File: config.mk
export PLATFORM = sky130hd
export DESIGN_NAME = reg_write_sequencer
export DESIGN_NICKNAME = d
export VERILOG_FILES = /design/src/rtl/reg_write_sequencer_pkg.sv /design/src/rtl/reg_write_fifo.sv /design/src/rtl/reg_write_sequencer.sv
export SDC_FILE = /design/constraint.sdc
export NUM_CORES = 1
export LEC_CHECK = 0
export ABC_AREA = 1
export BUFFER_PORTS_ARGS = -buffer_cell sky130_fd_sc_hd__buf_2
export CORE_UTILIZATION = 30
export DETAILED_ROUTE_END_ITERATION = 8
export GPL_ROUTABILITY_DRIVEN = 0
export GPL_TIMING_DRIVEN = 0
export SKIP_CTS_REPAIR_TIMING = 1
export SYNTH_ARGS = -nofsm -noshare
export SYNTH_HDL_FRONTEND = slang
export SYNTH_SLANG_ARGS = --single-unit
File: constraint.sdc
create_clock -name clk_i -period 2.18 [get_ports clk_i]
set_input_delay 0.327 -clock clk_i [delete_from_list [all_inputs] [get_ports clk_i]]
set_output_delay 0.327 -clock clk_i [all_outputs]
set_load 0.01 [all_outputs]
File: src/rtl/reg_write_sequencer_pkg.sv
// Shared register-map constants, request payload and sequencer state type.
// ALL_LED expansion items are present only when REG_WRITE_SEQ_ALL_LED_EN is defined.
package pca_registers;

  localparam int unsigned ID_W         = 8;
  localparam int unsigned VAL_W        = 8;
  localparam logic [7:0]  ALL_LED_BASE = 8'hFA;
  localparam logic [7:0]  ALL_LED_LAST = 8'hFD;
  localparam logic [7:0]  LED0_BASE    = 8'h06;
  localparam int unsigned LED_STRIDE   = 4;
  localparam int unsigned LED_CHANNELS = 16;
  localparam int unsigned CH_W         = $clog2(LED_CHANNELS);

  typedef struct packed {
    logic [ID_W-1:0]  id;
    logic [VAL_W-1:0] value;
  } wr_req_t;

  typedef enum logic [1:0] {
    ST_IDLE   = 2'd0,
`ifdef REG_WRITE_SEQ_ALL_LED_EN
    ST_EXPAND = 2'd2,
`endif
    ST_ISSUE  = 2'd1
  } seq_state_e;

`ifdef REG_WRITE_SEQ_ALL_LED_EN
  function automatic logic is_all_led(input logic [ID_W-1:0] id);
    return (id >= ALL_LED_BASE) && (id <= ALL_LED_LAST);
  endfunction

  // Register address of LED channel ch for ALL_LED sub-register k.
  function automatic logic [ID_W-1:0] led_id(input logic [1:0] k, input logic [CH_W-1:0] ch);
    return LED0_BASE + ID_W'(LED_STRIDE) * ID_W'(ch) + ID_W'(k);
  endfunction
`endif

endpackage

File: src/rtl/reg_write_fifo.sv
// Power-of-two write buffer; a pop in the same cycle frees room for a push when full.
module reg_write_fifo
  import pca_registers::*;
#(
  parameter int unsigned DEPTH = 4
) (
  input  logic                     clk_i,
  input  logic                     rst_i,
  input  logic                     flush_i,
  input  logic                     push_i,
  input  wr_req_t                  push_data_i,
  input  logic                     pop_i,
  output wr_req_t                  head_o,
  output logic                     full_o,
  output logic                     empty_o,
  output logic [$clog2(DEPTH):0]   count_o
);

  localparam int unsigned AW = $clog2(DEPTH);
  localparam int unsigned CW = AW + 1;

  wr_req_t        mem_q [DEPTH];
  logic [AW-1:0]  wr_ptr_q;
  logic [AW-1:0]  rd_ptr_q;
  logic [CW-1:0]  count_q;
  logic           do_push;
  logic           do_pop;

  assign full_o  = (count_q == CW'(DEPTH));
  assign empty_o = (count_q == '0);
  assign do_pop  = pop_i & ~empty_o & ~flush_i;
  assign do_push = push_i & (~full_o | do_pop) & ~flush_i;

  always_ff @(posedge clk_i or posedge rst_i) begin
    if (rst_i) begin
      wr_ptr_q <= '0;
      rd_ptr_q <= '0;
      count_q  <= '0;
    end else if (flush_i) begin
      wr_ptr_q <= '0;
      rd_ptr_q <= '0;
      count_q  <= '0;
    end else begin
      if (do_push) wr_ptr_q <= wr_ptr_q + 1'b1;
      if (do_pop)  rd_ptr_q <= rd_ptr_q + 1'b1;
      count_q <= count_q + CW'(do_push) - CW'(do_pop);
    end
  end

  // Storage needs no reset: entries are only read while counted valid.
  always_ff @(posedge clk_i) begin
    if (do_push) mem_q[wr_ptr_q] <= push_data_i;
  end

  assign head_o  = mem_q[rd_ptr_q];
  assign count_o = count_q;

endmodule

File: src/rtl/reg_write_sequencer.sv
// Merges buffered I2C writes and local requester writes onto one register-file write port.
// Define REG_WRITE_SEQ_ALL_LED_EN to expand ALL_LED writes into 16 per-channel writes.
module reg_write_sequencer
  import pca_registers::*;
#(
  parameter int unsigned FIFO_DEPTH = 4
) (
  input  logic             clk_i,
  input  logic             rst_i,
  input  logic             a_wr_en_i,
  input  logic [ID_W-1:0]  a_wr_id_i,
  input  logic [VAL_W-1:0] a_wr_value_i,
  input  logic             b_valid_i,
  input  logic [ID_W-1:0]  b_id_i,
  input  logic [VAL_W-1:0] b_value_i,
  output logic             b_ready_o,
  input  logic             flush_i,
  output logic             wr_en_o,
  output logic [ID_W-1:0]  wr_id_o,
  output logic [VAL_W-1:0] wr_value_o,
  output logic             busy_o,
  output logic             overflow_o
);

  localparam int unsigned CNT_W = $clog2(FIFO_DEPTH) + 1;

  seq_state_e       state_q, state_d;
  logic             wr_en_q, wr_en_d;
  logic [ID_W-1:0]  wr_id_q, wr_id_d;
  logic [VAL_W-1:0] wr_value_q, wr_value_d;
  logic             busy_q, busy_d;
  logic             overflow_q, overflow_d;
`ifdef REG_WRITE_SEQ_ALL_LED_EN
  logic [CH_W-1:0]  ch_q, ch_d;
  logic [1:0]       k_q, k_d;
`endif

  wr_req_t          fifo_head;
  logic             fifo_full;
  logic             fifo_empty;
  logic [CNT_W-1:0] fifo_count;
  logic [CNT_W-1:0] cnt_d;
  logic             fifo_pop;
  logic             a_push;
  logic             push_drop;
  logic             grant;
  logic             grant_window;
  wr_req_t          grant_req;

  assign a_push    = a_wr_en_i & ~flush_i;
  assign push_drop = a_push & fifo_full & ~fifo_pop;
  assign cnt_d     = flush_i ? '0
                   : fifo_count + CNT_W'(a_push & (~fifo_full | fifo_pop)) - CNT_W'(fifo_pop);

  reg_write_fifo #(
    .DEPTH (FIFO_DEPTH)
  ) u_fifo (
    .clk_i       (clk_i),
    .rst_i       (rst_i),
    .flush_i     (flush_i),
    .push_i      (a_push),
    .push_data_i ({a_wr_id_i, a_wr_value_i}),
    .pop_i       (fifo_pop),
    .head_o      (fifo_head),
    .full_o      (fifo_full),
    .empty_o     (fifo_empty),
    .count_o     (fifo_count)
  );

  always_ff @(posedge clk_i or posedge rst_i) begin
    if (rst_i) begin
      state_q    <= ST_IDLE;
      wr_en_q    <= 1'b0;
      wr_id_q    <= '0;
      wr_value_q <= '0;
      busy_q     <= 1'b0;
      overflow_q <= 1'b0;
`ifdef REG_WRITE_SEQ_ALL_LED_EN
      ch_q       <= '0;
      k_q        <= '0;
`endif
    end else begin
      state_q    <= state_d;
      wr_en_q    <= wr_en_d;
      wr_id_q    <= wr_id_d;
      wr_value_q <= wr_value_d;
      busy_q     <= busy_d;
      overflow_q <= overflow_d;
`ifdef REG_WRITE_SEQ_ALL_LED_EN
      ch_q       <= ch_d;
      k_q        <= k_d;
`endif
    end
  end

  // Grant window opens in IDLE and in an ISSUE that returns to IDLE, giving one write per cycle.
  always_comb begin
    state_d      = state_q;
    wr_en_d      = 1'b0;
    wr_id_d      = wr_id_q;
    wr_value_d   = wr_value_q;
    overflow_d   = overflow_q | push_drop;
    fifo_pop     = 1'b0;
    grant        = 1'b0;
    grant_window = 1'b0;
    grant_req    = '0;
`ifdef REG_WRITE_SEQ_ALL_LED_EN
    ch_d         = ch_q;
    k_d          = k_q;
`endif

    case (state_q)
      ST_IDLE: grant_window = 1'b1;
      ST_ISSUE: begin
`ifdef REG_WRITE_SEQ_ALL_LED_EN
        if (is_all_led(wr_id_q)) begin
          state_d = ST_EXPAND;
          k_d     = 2'(wr_id_q - ALL_LED_BASE);
          ch_d    = '0;
          wr_en_d = 1'b1;
          wr_id_d = led_id(2'(wr_id_q - ALL_LED_BASE), '0);
        end else begin
          state_d      = ST_IDLE;
          grant_window = 1'b1;
        end
`else
        state_d      = ST_IDLE;
        grant_window = 1'b1;
`endif
      end
`ifdef REG_WRITE_SEQ_ALL_LED_EN
      ST_EXPAND: begin
        if (ch_q == CH_W'(LED_CHANNELS - 1)) begin
          state_d = ST_IDLE;
        end else begin
          ch_d    = CH_W'(ch_q + 1'b1);
          wr_en_d = 1'b1;
          wr_id_d = led_id(k_q, CH_W'(ch_q + 1'b1));
        end
      end
`endif
      default: state_d = ST_IDLE;
    endcase

    // FIFO head has fixed priority over the local requester.
    if (grant_window && !flush_i) begin
      if (!fifo_empty) begin
        fifo_pop  = 1'b1;
        grant     = 1'b1;
        grant_req = fifo_head;
      end else if (b_valid_i) begin
        grant     = 1'b1;
        grant_req = {b_id_i, b_value_i};
      end
    end

    if (grant) begin
      state_d    = ST_ISSUE;
      wr_en_d    = 1'b1;
      wr_id_d    = grant_req.id;
      wr_value_d = grant_req.value;
    end

    if (flush_i) begin
      state_d    = ST_IDLE;
      wr_en_d    = 1'b0;
      wr_id_d    = wr_id_q;
      wr_value_d = wr_value_q;
      overflow_d = 1'b0;
    end

    busy_d = (state_d != ST_IDLE) | (cnt_d != '0);
  end

  assign b_ready_o  = grant_window & fifo_empty & ~flush_i & ~rst_i;
  assign wr_en_o    = wr_en_q;
  assign wr_id_o    = wr_id_q;
  assign wr_value_o = wr_value_q;
  assign busy_o     = busy_q;
  assign overflow_o = overflow_q;

endmodule

==> impl_results.rst <==
.. list-table::
   :header-rows: 1

   * - Metric
     - Value
   * - Run status
     - finished, final reports clean
   * - Met1 WL
     - 4210 um
   * - Overall die width
     - ~120 um
   * - Largest net degree at the start of global routing
     - 28
   * - Buffers added on ports
     - between 50 and 60
   * - Number of antenna violations at the first check in global routing
     - 0
   * - Commonest cells after routing, fill and taps aside
     - 167 x sky130_fd_sc_hd__nand2_1, 64 x sky130_fd_sc_hd__edfxtp_1, 61 x sky130_fd_sc_hd__buf_2
   * - Clock network latency to the later pin of the worst-skew pair
     - 0.34 ns
   * - Routed len/inst
     - 14.1 um
   * - Fin Setup TNS
     - 0 ns
   * - Fraction of final layout cells sized beyond drive strength 1
     - 27.6%
   * - Routed length on met2
     - 4820 um
   * - Highest Clock Rate
     - 473 MHz
   * - Internal
     - 3.83 mW
   * - Maximum buffer depth of the clock tree
     - 2
   * - Multi-input combinational cell area
     - 1320 um^2
   * - Number of global-route vias before repair
     - just over 3000
   * - Post-Synthesis Mean Instance Area
     - 10.1 um^2
   * - Largest fanout on the critical path
     - 9
   * - Core area
     - 13400 um^2
   * - Basic-gate share of the synthesized area counting and, or, nand and nor cells
     - 24.0%
   * - Overall global routing resource usage
     - 14.4%
   * - Crit path launch type
     - register
   * - Combinational family with the most area after synthesis
     - simple AND/OR/NAND/NOR gates
   * - Xor/xnor cell area share of the yosys netlist
     - 0%
   * - Seq pwr share
     - 38.7%
   * - Place WS
     - -0.124 ns
   * - # DRC
     - 0
   * - Unrepaired setup endpoints after global routing
     - yes
   * - Synth Area in Adders
     - 3.06%
   * - Total net switching power
     - 2.07 mW
   * - Crit share post-route
     - 97.0%
   * - Power per unit of standard cell area
     - 1160 nW/um^2
   * - Sort of element at the end of the critical path
     - register
   * - Area fraction in compound gates after synthesis
     - 3.72%
   * - Number of endpoints failing setup at the final stage
     - 0
   * - Hold violation count in the final report
     - 0
   * - # H-tree levels
     - 3
   * - Synthesized netlist cell count
     - 414
   * - Via density per instance
     - 4.42
   * - Net Sw Frac
     - 35.1%
   * - Number of top-level pins
     - 57
   * - Violation count after the first detailed-route iteration
     - 129
   * - Number of nets with antenna violations after routing
     - 0
   * - Tmin final
     - between 2 and 2.5 ns
   * - Fin worst setup slack
     - 0.0661 ns
   * - Area contributors post-synth
     - sky130_fd_sc_hd__edfxtp_1 46%, sky130_fd_sc_hd__dfrtp_1 16%, sky130_fd_sc_hd__nand2_1 15%, sky130_fd_sc_hd__inv_1 3.3%, sky130_fd_sc_hd__nand3_1 2.5%
   * - Cell Area, Placed
     - 4710 um^2
   * - Worst reg2reg path startpoint
     - state_q[1]
   * - Post-synthesis cell type with the largest combined area
     - sky130_fd_sc_hd__edfxtp_1
   * - Reg clk slew, reported paths
     - 0.06 ns
   * - Top sig layer
     - met4
   * - Total number of clock tree sinks
     - 91
   * - Layout filler cell count
     - 1313
   * - Required time of the worst setup path
     - between 2 and 2.5 ns
   * - Area occupied by registers
     - 2600 um^2
   * - Rel. slew slack
     - 21.8%
   * - Fin nets
     - 538
   * - Logic pwr share
     - between 30% and 40%
   * - Hold Path Origin
     - a_wr_value_i[5]
   * - Die Y
     - around 120 um
   * - Unique cell type count in the Yosys netlist
     - 31
   * - Proportion of netlist area held by the largest area contributor
     - 46.1%
   * - Vias
     - 2972
   * - Area of all placed cells without fillers
     - slightly above 5000 um^2
   * - Met3 WL
     - 341 um
   * - Final slew viol count
     - 0
   * - Min-delay worst type
     - input pin to register
   * - Flip-flop and latch count after synthesis
     - 91
   * - First-pass GRT wire length
     - ~15000 um
   * - Number of violations of the max-capacitance limit
     - 0
   * - Net count after synthesis
     - between 400 and 500
   * - Worst supply voltage drop on vdd
     - 385 uV
   * - Post-synthesis mux area share
     - 0%
   * - Post-DP HPWL
     - 6660 um
   * - Area of the mapped netlist
     - 4170 um^2
   * - Critical path class
     - register to register
   * - Effective utilization at floorplan
     - a little under a third
   * - Yosys warning count
     - 0
   * - Number of buffers created by CTS
     - 9
   * - TritonCTS clock tree
     - done
   * - Total die area
     - between 10000 and 15000 um^2
   * - Area growth from synthesis to final layout
     - 22.4%
   * - Final routed wirelength across all metal layers
     - 9520 um
   * - Source of the critical timing path
     - state_q[1]
   * - First-pass DRT Iterations
     - 4
   * - Clock root cell
     - sky130_fd_sc_hd__clkbuf_16
   * - Max Clock Skew
     - 0.00648 ns
   * - Leftover overflow at the end of global routing
     - 0
   * - N_diodes
     - 0
   * - Leading cell type in the layout, fill and taps excluded
     - sky130_fd_sc_hd__nand2_1
   * - Part of the total power dissipated in the clock network
     - 25.5%
   * - Standard-cell rows
     - 42
   * - Sequential-to-total area share from yosys stat
     - between 60% and 70%
   * - Data arrival, critical path
     - roughly 2.3 ns
   * - Worst Max-Slew Pin Slew
     - 1.17 ns
   * - Static power due to leakage
     - 2.35 nW
==> cells in the mapped netlist <==
cell,n
sky130_fd_sc_hd__a21oi_2,9
sky130_fd_sc_hd__o21ai_1,1
sky130_fd_sc_hd__inv_2,5
sky130_fd_sc_hd__fa_1,2
sky130_fd_sc_hd__conb_1,1
sky130_fd_sc_hd__a31oi_1,1
sky130_fd_sc_hd__inv_1,37
sky130_fd_sc_hd__o21ai_0,10
sky130_fd_sc_hd__nor3_1,1
sky130_fd_sc_hd__nand3_1,21
sky130_fd_sc_hd__nor2_8,1
sky130_fd_sc_hd__ha_1,7
sky130_fd_sc_hd__nand3b_4,1
sky130_fd_sc_hd__a21oi_1,3
sky130_fd_sc_hd__nand2_1,167
sky130_fd_sc_hd__nor2_2,9
sky130_fd_sc_hd__buf_6,4
sky130_fd_sc_hd__buf_2,6
sky130_fd_sc_hd__clkbuf_2,1
sky130_fd_sc_hd__nor2_4,1
sky130_fd_sc_hd__buf_4,2
sky130_fd_sc_hd__or2_1,1
sky130_fd_sc_hd__buf_8,1
sky130_fd_sc_hd__inv_4,3
sky130_fd_sc_hd__nand2_4,4
sky130_fd_sc_hd__nand4_1,1
sky130_fd_sc_hd__nor3b_2,1
sky130_fd_sc_hd__nor2_1,21
sky130_fd_sc_hd__nand2_2,1
sky130_fd_sc_hd__dfrtp_1,27
sky130_fd_sc_hd__edfxtp_1,64
==> state kept, by name (all words and copies together) (netlist names) <==
register and count:
u_fifo.mem_q 64, overflow_o 1, wr_en_o 1, wr_value_o 8, u_fifo.rd_ptr_q 2, u_fifo.count_o 3, wr_id_o 8, u_fifo.wr_ptr_q 2
state_q 1, busy_o 1
==> worst max-delay path, stage by stage (launching register included) <==
cell	delay (ns)
sky130_fd_sc_hd__dfrtp_1	0.43
sky130_fd_sc_hd__nor2_8	0.17
sky130_fd_sc_hd__buf_4	0.14
sky130_fd_sc_hd__inv_2	0.04
sky130_fd_sc_hd__nand2_2	0.07
sky130_fd_sc_hd__nand2_4	0.11
sky130_fd_sc_hd__inv_1	0.08
sky130_fd_sc_hd__ha_1	0.13
sky130_fd_sc_hd__inv_1	0.05
sky130_fd_sc_hd__fa_1	0.38
sky130_fd_sc_hd__or2_1	0.24
sky130_fd_sc_hd__nand3_1	0.07
sky130_fd_sc_hd__nand3_1	0.07
==> power groups by stage <==
stage | clock (mW) | combinational [mW] | sequential [mW]
5_1_grt | 1.59 | 2.38 | 2.31
2_1_floorplan | 0 | 1.25 | 2.39
4_1_cts | 1.53 | 1.95 | 2.29
3_3_place_gp | 0 | 1.89 | 2.32
3_5_place_dp | 0 | 1.94 | 2.33
6_report | 1.51 | 2.11 | 2.28
==> metrics by stage <==
stage,instances,utilization (%),power [mW],hold slack [ns]
global placement,645,34.8,4.21,0.457
detailed placement,647,35.1,4.26,0.465
floorplan,414,-,3.64,0.380
CTS,663,37.3,5.77,0.182
global route,673,38.1,6.28,0.186
finish,673,38.1,5.90,0.194
==> routing by layer <==
layer / vias up / GRT usage [%]
met1: 1421 / 17.4
li1: 1478 / -
met5: - / 0
met4: 0 / 5.23
met2: 57 / 24.9
met3: 16 / 3.33
==> cells by family after synthesis <==
family | after synthesis
compound gates | 24
other cells | 1
simple gates | 230
fa+ha+maj | 9
buf+inv | 59
flops | 91
==> layout make-up <==
| type | count | share of cell area, % |
|---|---|---|
| Buffer | 14 | 2.16 |
| Clock buffer | 13 | 5.30 |
| Clock inverter | 3 | 0.441 |
| Inverter | 45 | 3.51 |
| Multi-Input combinational cell | 264 | 25.9 |
| Sequential cell | 91 | 50.9 |
| Tap cell | 176 | 4.32 |
| Timing Repair Buffer | 67 | 7.45 |
==> path summary, 6_finish.rpt <==
path / end / slack (ns) / cells after the start
setup / recovery: busy_o / 0.07 / 12
hold / removal: u_fifo.mem_q[2][5] / 0.19 / 1
setup reg to reg: busy_o / 0.07 / 12
hold reg to reg: wr_value_o[3] / 0.48 / 2
max in group asynchronous: u_fifo.count_o[1] / 1.10 / 2
min in group asynchronous: state_q[1] / 0.30 / 2
(Power assumes the default switching activity.)
